`src/rtl/fp_seq_accumulator_pkg.sv`:
```
// Shared definitions for the sequential floating-point accumulator.
// Contents:
//   - default exponent and mantissa widths;
//   - the command code this block serves;
//   - the FSM state enum;
//   - width-independent classifiers that work on pre-decoded field
//     properties, so any ExpWidth/MantWidth pair can use them.
package fp_seq_accumulator_pkg;

  localparam int unsigned DefExpWidth  = 8;
  localparam int unsigned DefMantWidth = 7;

  localparam logic [7:0] CmdOpAccumulate = 8'h0A;

  typedef enum logic [2:0] {
    ST_IDLE,
    ST_ACCEPT,
    ST_ALIGN,
    ST_ADD,
    ST_NORM,
    ST_DONE
  } acc_state_e;

  // Only the all-zero pattern is Zero. A negative zero counts as NaN.
  function automatic logic is_zero(input logic sgn, input logic exp_zero,
                                   input logic mant_zero);
    return exp_zero & mant_zero & ~sgn;
  endfunction

  function automatic logic is_inf(input logic exp_ones, input logic mant_zero);
    return exp_ones & mant_zero;
  endfunction

  // Any exp==0 pattern other than Zero is NaN, because there are no
  // denormals. An all-ones exponent with a non-zero mantissa is also NaN.
  function automatic logic is_nan(input logic sgn, input logic exp_zero,
                                  input logic exp_ones, input logic mant_zero);
    return (exp_zero & ~(mant_zero & ~sgn)) | (exp_ones & ~mant_zero);
  endfunction

endpackage

```
`src/rtl/fp_align_add.sv`:
```
// Combinational datapath for the ALIGN and ADD stages.
// Ports:
//   x_i, y_i   : the two operands {sgn, exp, mant}.
//   a_sgn_o    : sign of the larger-magnitude operand A.
//   a_exp_o    : exponent of A.
//   a_mant_o   : {1, mant} of A.
//   b_mant_o   : {1, mant} of the smaller operand B, shifted right by
//                the exponent difference (truncating).
//   sub_o      : the signs differ, so the stage performs a subtraction.
//   drop_o     : B lies entirely below A's precision.
//   add_a_i, add_b_i, add_sub_i : registered operands for the ADD stage.
//   sum_o      : add/subtract result; the MSB is the carry-out.
module fp_align_add #(
  parameter int unsigned ExpWidth  = 8,
  parameter int unsigned MantWidth = 7,
  localparam int unsigned FPWidth  = 1 + ExpWidth + MantWidth
) (
  input  logic [FPWidth-1:0]   x_i,
  input  logic [FPWidth-1:0]   y_i,
  output logic                 a_sgn_o,
  output logic [ExpWidth-1:0]  a_exp_o,
  output logic [MantWidth:0]   a_mant_o,
  output logic [MantWidth:0]   b_mant_o,
  output logic                 sub_o,
  output logic                 drop_o,
  input  logic [MantWidth:0]   add_a_i,
  input  logic [MantWidth:0]   add_b_i,
  input  logic                 add_sub_i,
  output logic [MantWidth+1:0] sum_o
);

  logic               x_ge_y;
  logic [FPWidth-1:0] a, b;
  logic [ExpWidth-1:0] d;

  // Comparing {exp, mant} as one unsigned number orders by exponent
  // first and mantissa second.
  assign x_ge_y = x_i[FPWidth-2:0] >= y_i[FPWidth-2:0];
  assign a      = x_ge_y ? x_i : y_i;
  assign b      = x_ge_y ? y_i : x_i;
  assign d      = a[FPWidth-2 -: ExpWidth] - b[FPWidth-2 -: ExpWidth];

  assign a_sgn_o  = a[FPWidth-1];
  assign a_exp_o  = a[FPWidth-2 -: ExpWidth];
  assign a_mant_o = {1'b1, a[MantWidth-1:0]};
  assign b_mant_o = {1'b1, b[MantWidth-1:0]} >> d;
  assign sub_o    = a[FPWidth-1] ^ b[FPWidth-1];
  assign drop_o   = 32'(d) > 32'(MantWidth);

  assign sum_o = add_sub_i ? ({1'b0, add_a_i} - {1'b0, add_b_i})
                           : ({1'b0, add_a_i} + {1'b0, add_b_i});

endmodule

```
`src/rtl/fp_seq_accumulator.sv`:
```
// Multi-cycle floating-point accumulator. It sums count_i streamed
// operands, one per handshake, and presents the sum through a
// valid/ready port. The normaliser shifts left one bit per cycle, so
// the latency grows with the amount of cancellation.
// Ports:
//   clk_i, rst_i : clock and synchronous active-high reset.
//   start_i      : begin an accumulation (sampled only in IDLE).
//   count_i      : number of operands, sampled together with start_i.
//   busy_o       : high whenever the FSM is not in IDLE.
//   in_valid_i, in_ready_o, in_data_i   : operand stream.
//   out_valid_o, out_ready_i, out_data_o: result, held until taken.
//   out_nan_o, out_inf_o : result classification flags.
module fp_seq_accumulator
  import fp_seq_accumulator_pkg::*;
#(
  parameter int unsigned ExpWidth   = DefExpWidth,
  parameter int unsigned MantWidth  = DefMantWidth,
  parameter int unsigned CountWidth = 8,
  parameter int unsigned FPWidth    = 1 + ExpWidth + MantWidth
) (
  input  logic                  clk_i,
  input  logic                  rst_i,
  input  logic                  start_i,
  input  logic [CountWidth-1:0] count_i,
  output logic                  busy_o,
  input  logic                  in_valid_i,
  output logic                  in_ready_o,
  input  logic [FPWidth-1:0]    in_data_i,
  output logic                  out_valid_o,
  input  logic                  out_ready_i,
  output logic [FPWidth-1:0]    out_data_o,
  output logic                  out_nan_o,
  output logic                  out_inf_o
);

  localparam int unsigned E = ExpWidth;
  localparam int unsigned M = MantWidth;
  localparam logic [E-1:0] ExpMax = '1;
  localparam logic [E-1:0] ExpOne = {{(E-1){1'b0}}, 1'b1};
  localparam logic [CountWidth-1:0] CntOne = {{(CountWidth-1){1'b0}}, 1'b1};

  acc_state_e state_q, state_d;
  logic [FPWidth-1:0]    acc_q, acc_d, op_q, op_d;
  logic [CountWidth-1:0] rem_q, rem_d;
  logic                  a_sgn_q, a_sgn_d, sub_q, sub_d;
  logic [E-1:0]          a_exp_q, a_exp_d;
  logic [M:0]            a_mant_q, a_mant_d, b_mant_q, b_mant_d;
  logic                  res_sgn_q, res_sgn_d, res_fin_q, res_fin_d;
  logic [E-1:0]          res_exp_q, res_exp_d;
  logic [M:0]            res_mant_q, res_mant_d;

  logic               end_op;
  logic [FPWidth-1:0] end_val;

  logic acc_sgn, op_sgn, acc_nan, acc_inf, acc_zero, op_nan, op_inf, op_zero;
  logic [E-1:0] acc_exp, op_exp, exp_inc, exp_dec;
  logic [M-1:0] acc_mant, op_mant;

  logic         al_sgn, al_sub, al_drop;
  logic [E-1:0] al_exp;
  logic [M:0]   al_amant, al_bmant;
  logic [M+1:0] add_sum;

  assign acc_sgn  = acc_q[FPWidth-1];
  assign acc_exp  = acc_q[FPWidth-2 -: E];
  assign acc_mant = acc_q[M-1:0];
  assign op_sgn   = op_q[FPWidth-1];
  assign op_exp   = op_q[FPWidth-2 -: E];
  assign op_mant  = op_q[M-1:0];

  assign acc_nan  = is_nan(acc_sgn, acc_exp == '0, acc_exp == ExpMax, acc_mant == '0);
  assign acc_inf  = is_inf(acc_exp == ExpMax, acc_mant == '0);
  assign acc_zero = is_zero(acc_sgn, acc_exp == '0, acc_mant == '0);
  assign op_nan   = is_nan(op_sgn, op_exp == '0, op_exp == ExpMax, op_mant == '0);
  assign op_inf   = is_inf(op_exp == ExpMax, op_mant == '0);
  assign op_zero  = is_zero(op_sgn, op_exp == '0, op_mant == '0);

  assign exp_inc = a_exp_q + ExpOne;
  assign exp_dec = res_exp_q - ExpOne;

  fp_align_add #(
    .ExpWidth (ExpWidth),
    .MantWidth(MantWidth)
  ) u_align_add (
    .x_i      (acc_q),
    .y_i      (op_q),
    .a_sgn_o  (al_sgn),
    .a_exp_o  (al_exp),
    .a_mant_o (al_amant),
    .b_mant_o (al_bmant),
    .sub_o    (al_sub),
    .drop_o   (al_drop),
    .add_a_i  (a_mant_q),
    .add_b_i  (b_mant_q),
    .add_sub_i(sub_q),
    .sum_o    (add_sum)
  );

  always_comb begin
    state_d    = state_q;
    acc_d      = acc_q;
    rem_d      = rem_q;
    op_d       = op_q;
    a_sgn_d    = a_sgn_q;
    a_exp_d    = a_exp_q;
    a_mant_d   = a_mant_q;
    b_mant_d   = b_mant_q;
    sub_d      = sub_q;
    res_sgn_d  = res_sgn_q;
    res_exp_d  = res_exp_q;
    res_mant_d = res_mant_q;
    res_fin_d  = res_fin_q;
    end_op     = 1'b0;
    end_val    = acc_q;

    case (state_q)
      ST_IDLE: begin
        if (start_i) begin
          rem_d   = count_i;
          acc_d   = '0;
          state_d = (count_i == '0) ? ST_DONE : ST_ACCEPT;
        end
      end
      ST_ACCEPT: begin
        if (in_valid_i) begin
          op_d    = in_data_i;
          rem_d   = rem_q - CntOne;
          state_d = ST_ALIGN;
        end
      end
      ST_ALIGN: begin
        // A NaN accumulator falls into the first branch, so it stays sticky.
        if (acc_nan || op_nan || (acc_inf && op_inf && (acc_sgn != op_sgn))) begin
          end_op  = 1'b1;
          end_val = '1;
        end else if (acc_inf) begin
          end_op  = 1'b1;
          end_val = acc_q;
        end else if (op_inf || acc_zero) begin
          end_op  = 1'b1;
          end_val = op_q;
        end else if (op_zero) begin
          end_op  = 1'b1;
          end_val = acc_q;
        end else if (al_drop) begin
          end_op  = 1'b1;
          end_val = {al_sgn, al_exp, al_amant[M-1:0]};
        end else begin
          a_sgn_d  = al_sgn;
          a_exp_d  = al_exp;
          a_mant_d = al_amant;
          b_mant_d = al_bmant;
          sub_d    = al_sub;
          state_d  = ST_ADD;
        end
      end
      ST_ADD: begin
        res_sgn_d = a_sgn_q;
        res_exp_d = a_exp_q;
        res_mant_d = add_sum[M:0];
        res_fin_d = 1'b0;
        state_d   = ST_NORM;
        if (!sub_q && add_sum[M+1]) begin
          if (exp_inc == ExpMax) begin
            res_exp_d  = ExpMax;
            res_mant_d = '0;
            res_fin_d  = 1'b1;
          end else begin
            res_exp_d  = exp_inc;
            res_mant_d = add_sum[M+1:1];
          end
        end else if (sub_q && (add_sum == '0)) begin
          res_sgn_d  = 1'b0;
          res_exp_d  = '0;
          res_mant_d = '0;
          res_fin_d  = 1'b1;
        end
      end
      ST_NORM: begin
        // res_fin marks Zero/inf results that must bypass the shifter.
        if (res_fin_q || res_mant_q[M]) begin
          end_op  = 1'b1;
          end_val = {res_sgn_q, res_exp_q, res_mant_q[M-1:0]};
        end else if (exp_dec == '0) begin
          end_op  = 1'b1;
          end_val = '0;
        end else begin
          res_mant_d = {res_mant_q[M-1:0], 1'b0};
          res_exp_d  = exp_dec;
        end
      end
      ST_DONE: begin
        if (out_ready_i) state_d = ST_IDLE;
      end
      default: state_d = ST_IDLE;
    endcase

    if (end_op) begin
      acc_d   = end_val;
      state_d = (rem_q == '0) ? ST_DONE : ST_ACCEPT;
    end
  end

  always_ff @(posedge clk_i) begin
    if (rst_i) begin
      state_q    <= ST_IDLE;
      acc_q      <= '0;
      rem_q      <= '0;
      op_q       <= '0;
      a_sgn_q    <= 1'b0;
      a_exp_q    <= '0;
      a_mant_q   <= '0;
      b_mant_q   <= '0;
      sub_q      <= 1'b0;
      res_sgn_q  <= 1'b0;
      res_exp_q  <= '0;
      res_mant_q <= '0;
      res_fin_q  <= 1'b0;
    end else begin
      state_q    <= state_d;
      acc_q      <= acc_d;
      rem_q      <= rem_d;
      op_q       <= op_d;
      a_sgn_q    <= a_sgn_d;
      a_exp_q    <= a_exp_d;
      a_mant_q   <= a_mant_d;
      b_mant_q   <= b_mant_d;
      sub_q      <= sub_d;
      res_sgn_q  <= res_sgn_d;
      res_exp_q  <= res_exp_d;
      res_mant_q <= res_mant_d;
      res_fin_q  <= res_fin_d;
    end
  end

  assign busy_o      = state_q != ST_IDLE;
  assign in_ready_o  = state_q == ST_ACCEPT;
  assign out_valid_o = state_q == ST_DONE;
  assign out_data_o  = (state_q == ST_DONE) ? acc_q : '0;
  assign out_nan_o   = (state_q == ST_DONE) && acc_nan;
  assign out_inf_o   = (state_q == ST_DONE) && acc_inf;

endmodule

```
`config.mk`:
```
export PLATFORM = sky130hd
export DESIGN_NAME = fp_seq_accumulator
export DESIGN_NICKNAME = d
export VERILOG_FILES = /design/src/rtl/fp_seq_accumulator_pkg.sv /design/src/rtl/fp_align_add.sv /design/src/rtl/fp_seq_accumulator.sv
export SDC_FILE = /design/constraint.sdc
export NUM_CORES = 1
export LEC_CHECK = 0
export CAP_MARGIN = 40
export CORE_UTILIZATION = 45
export DETAILED_ROUTE_END_ITERATION = 16
export HOLD_SLACK_MARGIN = 0.06
export PLACE_DENSITY = 0.72
export SYNTH_ARGS = -nofsm -noshare
export SYNTH_HDL_FRONTEND = slang
export SYNTH_SLANG_ARGS = --single-unit
```
`constraint.sdc`:
```
create_clock -name clk_i -period 8.6 [get_ports clk_i]
set_input_delay 0.86 -clock clk_i [delete_from_list [all_inputs] [get_ports clk_i]]
set_output_delay 0.86 -clock clk_i [all_outputs]
set_load 0.03 [all_outputs]
```
==> reports/results.tsv, run 1 <==
stage	metric	value	unit
synth	synth_simple_gate_area_share	27.77	%
timing	timing_hold_violations_final	0	
clock_tree	cts_buffers	9	
global_route	grt_pass1_vias	6301	
clock_tree	clkTransAtPathRegs	0.07	ns
synth	netlist_area	0.006818	sq mm
floorplanning	die_h	125.1	um
global_route	grt_use_total	25.92	%
timing	setup_viol	0	
synth	synthArstFlopShare	0	%
detailed_routing	num_vias	6955	
setup_path	cp_top_family	compound AO/OA/AOI/OAI gates	
floorplanning	initial_utilization	46.56	%
synth	synth_top_family_by_area	simple AND/OR/NAND/NOR gates	
clock_tree	post_cts_buffers	0	
timing	period_minus_slack	5.201	ns
floorplanning	die_w	125.1	um
clock_tree	cts_num_sinks	87	
synth	synth_compound_area_share	26.87	%
place	hpwlAfterDp	14600	um
detailed_routing	drt-total-wl	20200	um
floorplanning	die_area	0.01565	sq mm
synth	synth-edff-count	0	
synth	synth_fp_nets	1005	
setup_path	worst-path-max-fanout	46	
min_path	min_path_type	reg -> reg	
setup_path	criticalPathCategory	reg -> reg	
min_path	hold_path_depth	2	
setup_path	critical_path_required	8.86	ns
setup_path	crit_buf_inv	1	
synth	ys.flop_type	dfxtp_1	
run	max_cap_viol_count	0	
place	gp_congestion	0.9825	
timing	fin_ws	3.399	ns
setup_path	r2r-start	op_q[9]$_SDFFE_PP0P_	
setup_path	crit_arrival	5.46	ns
global_route	antenna_found_initial	0	
final_layout	final_common_cell	nor2_1	
timing	skew	0.01022	ns
detailed_routing	firstDrtPassIters	7	
power	power	1.515	mW
final_layout	final_nets	1000	
synth	ys.warnings.count	0	
timing	maxSlewHeadroom	36.47	%
final_layout	area_growth	11.05	%
min_path	hold_path_end	res_sgn_q$_SDFFE_PP0P_	
timing	rsz0062_at_grt	false	
clock_tree	cts_tree	built	
setup_path	reg2reg_depth	16	
detailed_routing	ant_nets	0	
timing	fmax	192.3	MHz
place	portBuffers	49	
setup_path	path_cells	inv_1, ha_1, nand2_2, o21ai_0, a31o_1, a21o_1, mux2_2, ha_1, a2111oi_2, a211oi_1, nor4_1, a31oi_1, a211oi_4, and3b_2, nand3_2, o32ai_2	
setup_path	cp-end-kind	register	
detailed_routing	drcViolationCount	0	
place	place_ws	3.495	ns
clock_tree	clk_latency	0.35	ns
clock_tree	cts_root_buffer	clkbuf_16	
synth	syn_avg_cell_area	7.222	sq um
floorplanning	num_rows	44	
setup_path	reg2reg_to	b_mant_q[4]$_SDFFE_PP0P_	
setup_path	slowest_stage	and3b_2	
setup_path	cp_common_cell	ha_1	
global_route	grt_pass1_wl	32800	um
synth	synth-xor-area-share	2.441	%
final_layout	final_cell_mix	nor2_1 (119), a21oi_1 (114), nand2_1 (93), dfxtp_1 (87), o21ai_0 (49)	
detailed_routing	via_per_inst	6.171	
power	max-vdd-ir-drop	0.0001459	V
synth	synthMuxAreaShare	4.496	%
setup_path	max_stage_delay	0.85	ns
clock_tree	cts-htree-levels	3	
status	status	complete, no violations	
final_layout	drive_above_1_share	5.832	%
synth	synth_cells	944	
setup_path	worst-r2r-setup-slack	3.40	ns
global_route	grt_remaining_overflow	0	
synth	ys_seq_area_share	25.55	%
timing	worst_pin_slew	0.9495	ns
setup_path	cp.depth	16	
clock_tree	postCtsHoldBufs	0	
power	power.leakage	2.757	nW
synth	synth_cell_types	79	
timing	finalSetupTns	0	ns
synth	synthAdderAreaFrac	5.983	%
clock_tree	clockBufferDepth	2	
power	power.density	200.1	mW/mm^2
synth	ys_ff_latch	87	
floorplanning	core_area	0.01464	sq mm
detailed_routing	wl_per_cell	17.92	um
clock_tree	cts_resized	0	
setup_path	setup.worst_path.start_class	register	
global_route	grt_max_degree	73	
floorplanning	boundaryPins	50	
timing	timing.final.crit_share	60.48	%
timing	final_max_slew_viol_count	0	
final_layout	diodes	0	
min_path	hp-start	res_sgn_q$_SDFFE_PP0P_	
detailed_routing	drt_iter0_drc	702	
how the worst max path moves through the flow:
stage,start,endpoint,slack (ns)
after detailed placement,op_q[9]$_SDFFE_PP0P_,b_mant_q[5]$_SDFFE_PP0P_,3.50
after global routing,op_q[7]$_SDFFE_PP0P_,b_mant_q[5]$_SDFFE_PP0P_,2.99
after global placement,op_q[7]$_SDFFE_PP0P_,b_mant_q[5]$_SDFFE_PP0P_,3.70
after CTS,op_q[9]$_SDFFE_PP0P_,b_mant_q[4]$_SDFFE_PP0P_,3.48
after floorplan,op_q[9]$_SDFFE_PP0P_,acc_q[14]$_SDFFE_PP0P_,3.63
final,op_q[9]$_SDFFE_PP0P_,b_mant_q[4]$_SDFFE_PP0P_,3.40
worst min-delay path, cell delays in order, from the launching register on:
cell     delay [ns]
dfxtp_1        0.32
nand2_1        0.06
a21oi_1        0.05
flip-flops by register name (all words and copies together), names as in the netlist:
name        flops
a_exp_q         8
res_fin_q       1
res_sgn_q       1
rem_q           8
op_q           16
acc_q          16
a_sgn_q         1
res_exp_q       8
a_mant_q        8
sub_q           1
state_q         3
b_mant_q        8
res_mant_q      8
cell families after synthesis:
group,after synthesis
mux,29
simple gates,383
flops,87
compound gates,282
xor+xnor,19
buf+inv,112
fa+ha+maj,32
per-stage QoR:
step	utilization (%)	cell area [sq um]	hold WS, ns	cells
after floorplan	-	6818	0.4323	944
after CTS	51.70	7571	0.4813	1127
after global routing	51.70	7571	0.4926	1127
after detailed placement	49.67	7273	0.4719	1112
after global placement	49.62	7266	0.4582	1111
final	51.70	7571	0.4768	1127
report_power, final:
part / switching [mW] / internal, mW
clock network: 0.174 / 0.232
registers: 0.0310 / 0.424
logic: 0.419 / 0.234
cell usage after synthesis, types with 8 or more instances:
cell       instances  area (sq um)
o21ai_0           49         245.2
nor4b_1            9         78.83
o2111ai_1          8         70.07
ha_1              31         387.9
mux2i_1           25         250.2
clkbuf_1          54         202.7
xnor2_1           15         131.4
a21oi_1          114         570.6
nand3_1           19         95.09
dfxtp_1           87          1742
nor4_1            15         93.84
inv_1             39         146.4
nor3_1            23         115.1
or3_1              9         56.30
nor2_1           119         446.7
a31oi_1           16         100.1
nand4_1           11         68.82
and3_1            13         81.33
nor2b_1           11         68.82
a211oi_1          21         157.7
and2_1            24         150.1
nand2_1           93         349.1
area by class of cell:
| type | instances | area (sq um) |
|---|---|---|
| flip-flops and latches | 87 | 1742 |
| inverters | 40 | 150.1 |
| multi-input cells | 745 | 4613 |
| well taps | 184 | 230.2 |
| repair buffers | 56 | 538.0 |
| clock inverters | 5 | 58.81 |
| clock buffers | 10 | 239.0 |
| fillers | 1412 | 7073 |
layer usage:
metal	global-route usage [%]	up-vias	part of all wire [%]
met1	35.81	3233	46
met4	8.824	0	2.4
li1	-	3402	-
met3	4.365	40	6.8
met2	40.75	280	45
met5	0	-	0
Power figures use the tool's default switching activity.
==> run 2, diff against run 1 <==
- clock period: 8.6 -> 5.05 ns (I/O delays scaled with it)
==> reports/results.tsv, run 2 (synthesis gave the netlist of run 1 again) <==
stage	metric	value	unit	change
status	status	complete, no violations		
timing	fmax	211.5	MHz	+10%
timing	setup_viol	0		unchanged
final_layout	seq_area	0.001742	sq mm	unchanged
detailed_routing	ant_nets	0		unchanged
global_route	grt_max_degree	73		unchanged
timing	period_minus_slack	4.729	ns	-0.4722 ns
global_route	antenna_found_initial	0		unchanged
timing	maxSlewHeadroom	35.97	%	-0.50 points
power	max-vdd-ir-drop	0.0002825	V	+94%
setup_path	worst-path-max-fanout	24		-48%
setup_path	critical_path_required	5.28	ns	-3.58 ns
global_route	grt_pass1_vias	6694		+6.2%
place	place_area	0.007427	sq mm	+2.1%
place	hpwlAfterDp	14940	um	+2.3%
final_layout	fill_cells	1464		+3.7%
final_layout	diodes	0		unchanged
setup_path	crit_arrival	4.96	ns	-0.50 ns
setup_path	slowest_stage	a22o_2		
timing	skew	0.007520	ns	-0.002700 ns
power	power.leakage	2.861	nW	+3.8%
clock_tree	postCtsHoldBufs	0		unchanged
setup_path	r2r-start	op_q[9]$_SDFFE_PP0P_		
setup_path	worst-r2r-setup-slack	0.32	ns	-3.08 ns
floorplanning	boundaryPins	50		unchanged
final_layout	final_common_cell	nor2_1		
power	power.density	339.3	mW/mm^2	+70%
final_layout	final_cell_mix	nor2_1 (119), a21oi_1 (114), nand2_1 (92), dfxtp_1 (87), o21ai_0 (49)		
setup_path	cp_common_cell	ha_1		
floorplanning	num_rows	44		unchanged
final_layout	multiInputGateArea	0.004618	sq mm	+0.11%
setup_path	reg2reg_depth	16		unchanged
floorplanning	die_h	125.1	um	unchanged
timing	final_max_slew_viol_count	0		unchanged
setup_path	cp-end-kind	register		
clock_tree	clk_latency	0.35	ns	about the same
detailed_routing	drt-total-wl	20610	um	+2.1%
floorplanning	die_w	125.1	um	unchanged
clock_tree	clkTransAtPathRegs	0.07	ns	about the same
final_layout	instances_no_fill	1147		+1.8%
clock_tree	cts_buffers	9		unchanged
floorplanning	die_area	0.01565	sq mm	unchanged
detailed_routing	wl_per_cell	17.97	um	+0.28%
setup_path	setup.worst_path.start_class	register		
timing	worst_pin_slew	0.9517	ns	+0.002274 ns
min_path	hp-start	res_sgn_q$_SDFFE_PP0P_		
detailed_routing	firstDrtPassIters	8		+1
detailed_routing	drcViolationCount	0		unchanged
detailed_routing	num_vias	7174		+3.1%
timing	timing_hold_violations_final	0		unchanged
timing	finalSetupTns	0	ns	unchanged
global_route	grt_remaining_overflow	0		unchanged
global_route	grt_pass1_wl	33910	um	+3.4%
run	max_cap_viol_count	0		unchanged
floorplanning	core_area	0.01464	sq mm	unchanged
detailed_routing	drt_iter0_drc	767		+9.3%
place	gp_congestion	0.9540		-2.9%
setup_path	max_stage_delay	0.50	ns	-0.35 ns
place	portBuffers	49		unchanged
final_layout	final_nets	1020		+2.0%
setup_path	reg2reg_to	acc_q[7]$_SDFFE_PP0P_		
final_layout	area_growth	13.27	%	
place	dp_cells	1132		+1.8%
setup_path	endpoint	acc_q[7]$_SDFFE_PP0P_		
timing	rsz0062_at_grt	false		
floorplanning	initial_utilization	46.56	%	unchanged
detailed_routing	via_per_inst	6.255		+1.4%
min_path	min_path_type	reg -> reg		
final_layout	reg_top3	acc_q: 16 flops, op_q: 16 flops		
clock_tree	cts_root_buffer	clkbuf_16		
clock_tree	cts_num_sinks	87		unchanged
setup_path	startpoint	op_q[9]$_SDFFE_PP0P_		
final_layout	drive_above_1_share	7.684	%	+1.9 points
setup_path	criticalPathCategory	reg -> reg		
setup_path	path_cells	inv_1, ha_1, nand2_2, o21ai_0, a31o_1, a21o_1, mux2_2, ha_1, a2111oi_2, a211oi_1, nor4_1, a31oi_1, a211oi_4, a22o_2, nor4b_1, a2111o_1		
global_route	grt_use_total	26.91	%	+0.99 points
clock_tree	cts-htree-levels	3		unchanged
timing	timing.final.crit_share	93.64	%	+33 points
clock_tree	clockBufferDepth	2		unchanged
clock_tree	cts_tree	built		
final_layout	final_cell_area	0.007722	sq mm	+2.0%
[run 2: cell type report]
cell class,count,share of cell area (%)
Clock buffer,12,3.192
Clock inverter,3,0.5671
Inverter,40,1.944
Multi-Input combinational cell,745,59.80
Sequential cell,87,22.55
Tap cell,184,2.981
Timing Repair Buffer,76,8.960
[run 2: worst min-delay path by stage]
stage	to	slack, ns	cells after the start
3_3_place_gp	res_sgn_q$_SDFFE_PP0P_	0.45	2
5_1_grt	res_sgn_q$_SDFFE_PP0P_	0.49	2
4_1_cts	res_sgn_q$_SDFFE_PP0P_	0.47	2
2_1_floorplan	res_sgn_q$_SDFFE_PP0P_	0.43	2
6_report	res_sgn_q$_SDFFE_PP0P_	0.47	2
3_5_place_dp	res_sgn_q$_SDFFE_PP0P_	0.46	2
[run 2: layer usage]
layer | up-vias | wire length, um | GRT usage, %
met3 | 58 | 1575 | 5.178
li1 | 3458 | - | -
met2 | 312 | 9264 | 42.79
met5 | - | 0 | 0
met4 | 0 | 607 | 10.40
met1 | 3346 | 9163 | 35.93
[run 2: per-stage QoR]
step / power (mW) / utilization (%) / hold WS [ns] / setup slack [ns]
2_1_floorplan: 1.633 / - / 0.4323 / 0.07728
3_3_place_gp: 1.910 / 50.54 / 0.4450 / 0.4529
3_5_place_dp: 1.918 / 50.72 / 0.4563 / 0.3757
4_1_cts: 2.593 / 52.70 / 0.4650 / 0.2848
5_1_grt: 2.765 / 52.73 / 0.4885 / 0.01309
6_report: 2.620 / 52.73 / 0.4696 / 0.3210
[run 2: worst max-delay path, delay by kind of cell (launching register included)]
| family | cells | cell delay (ns) |
|---|---|---|
| fa+ha+maj | 2 | 0.68 |
| mux | 1 | 0.34 |
| buf+inv | 1 | 0.11 |
| simple gates | 3 | 0.60 |
| compound gates | 9 | 2.44 |
| flops | 1 | 0.43 |
[run 2: timing repair]
action                     CTS  global route
setup endpoints to repair    0            29
setup buffers                0             0
gates resized for setup      0             2
[run 2: where the power goes]
group	leakage, nW	total (mW)	internal (mW)	switching (mW)
clock	0.143	0.679	0.395	0.284
sequential	0.704	0.770	0.723	0.0479
combinational	2.01	1.17	0.434	0.737
total	2.86	2.62	1.55	1.07
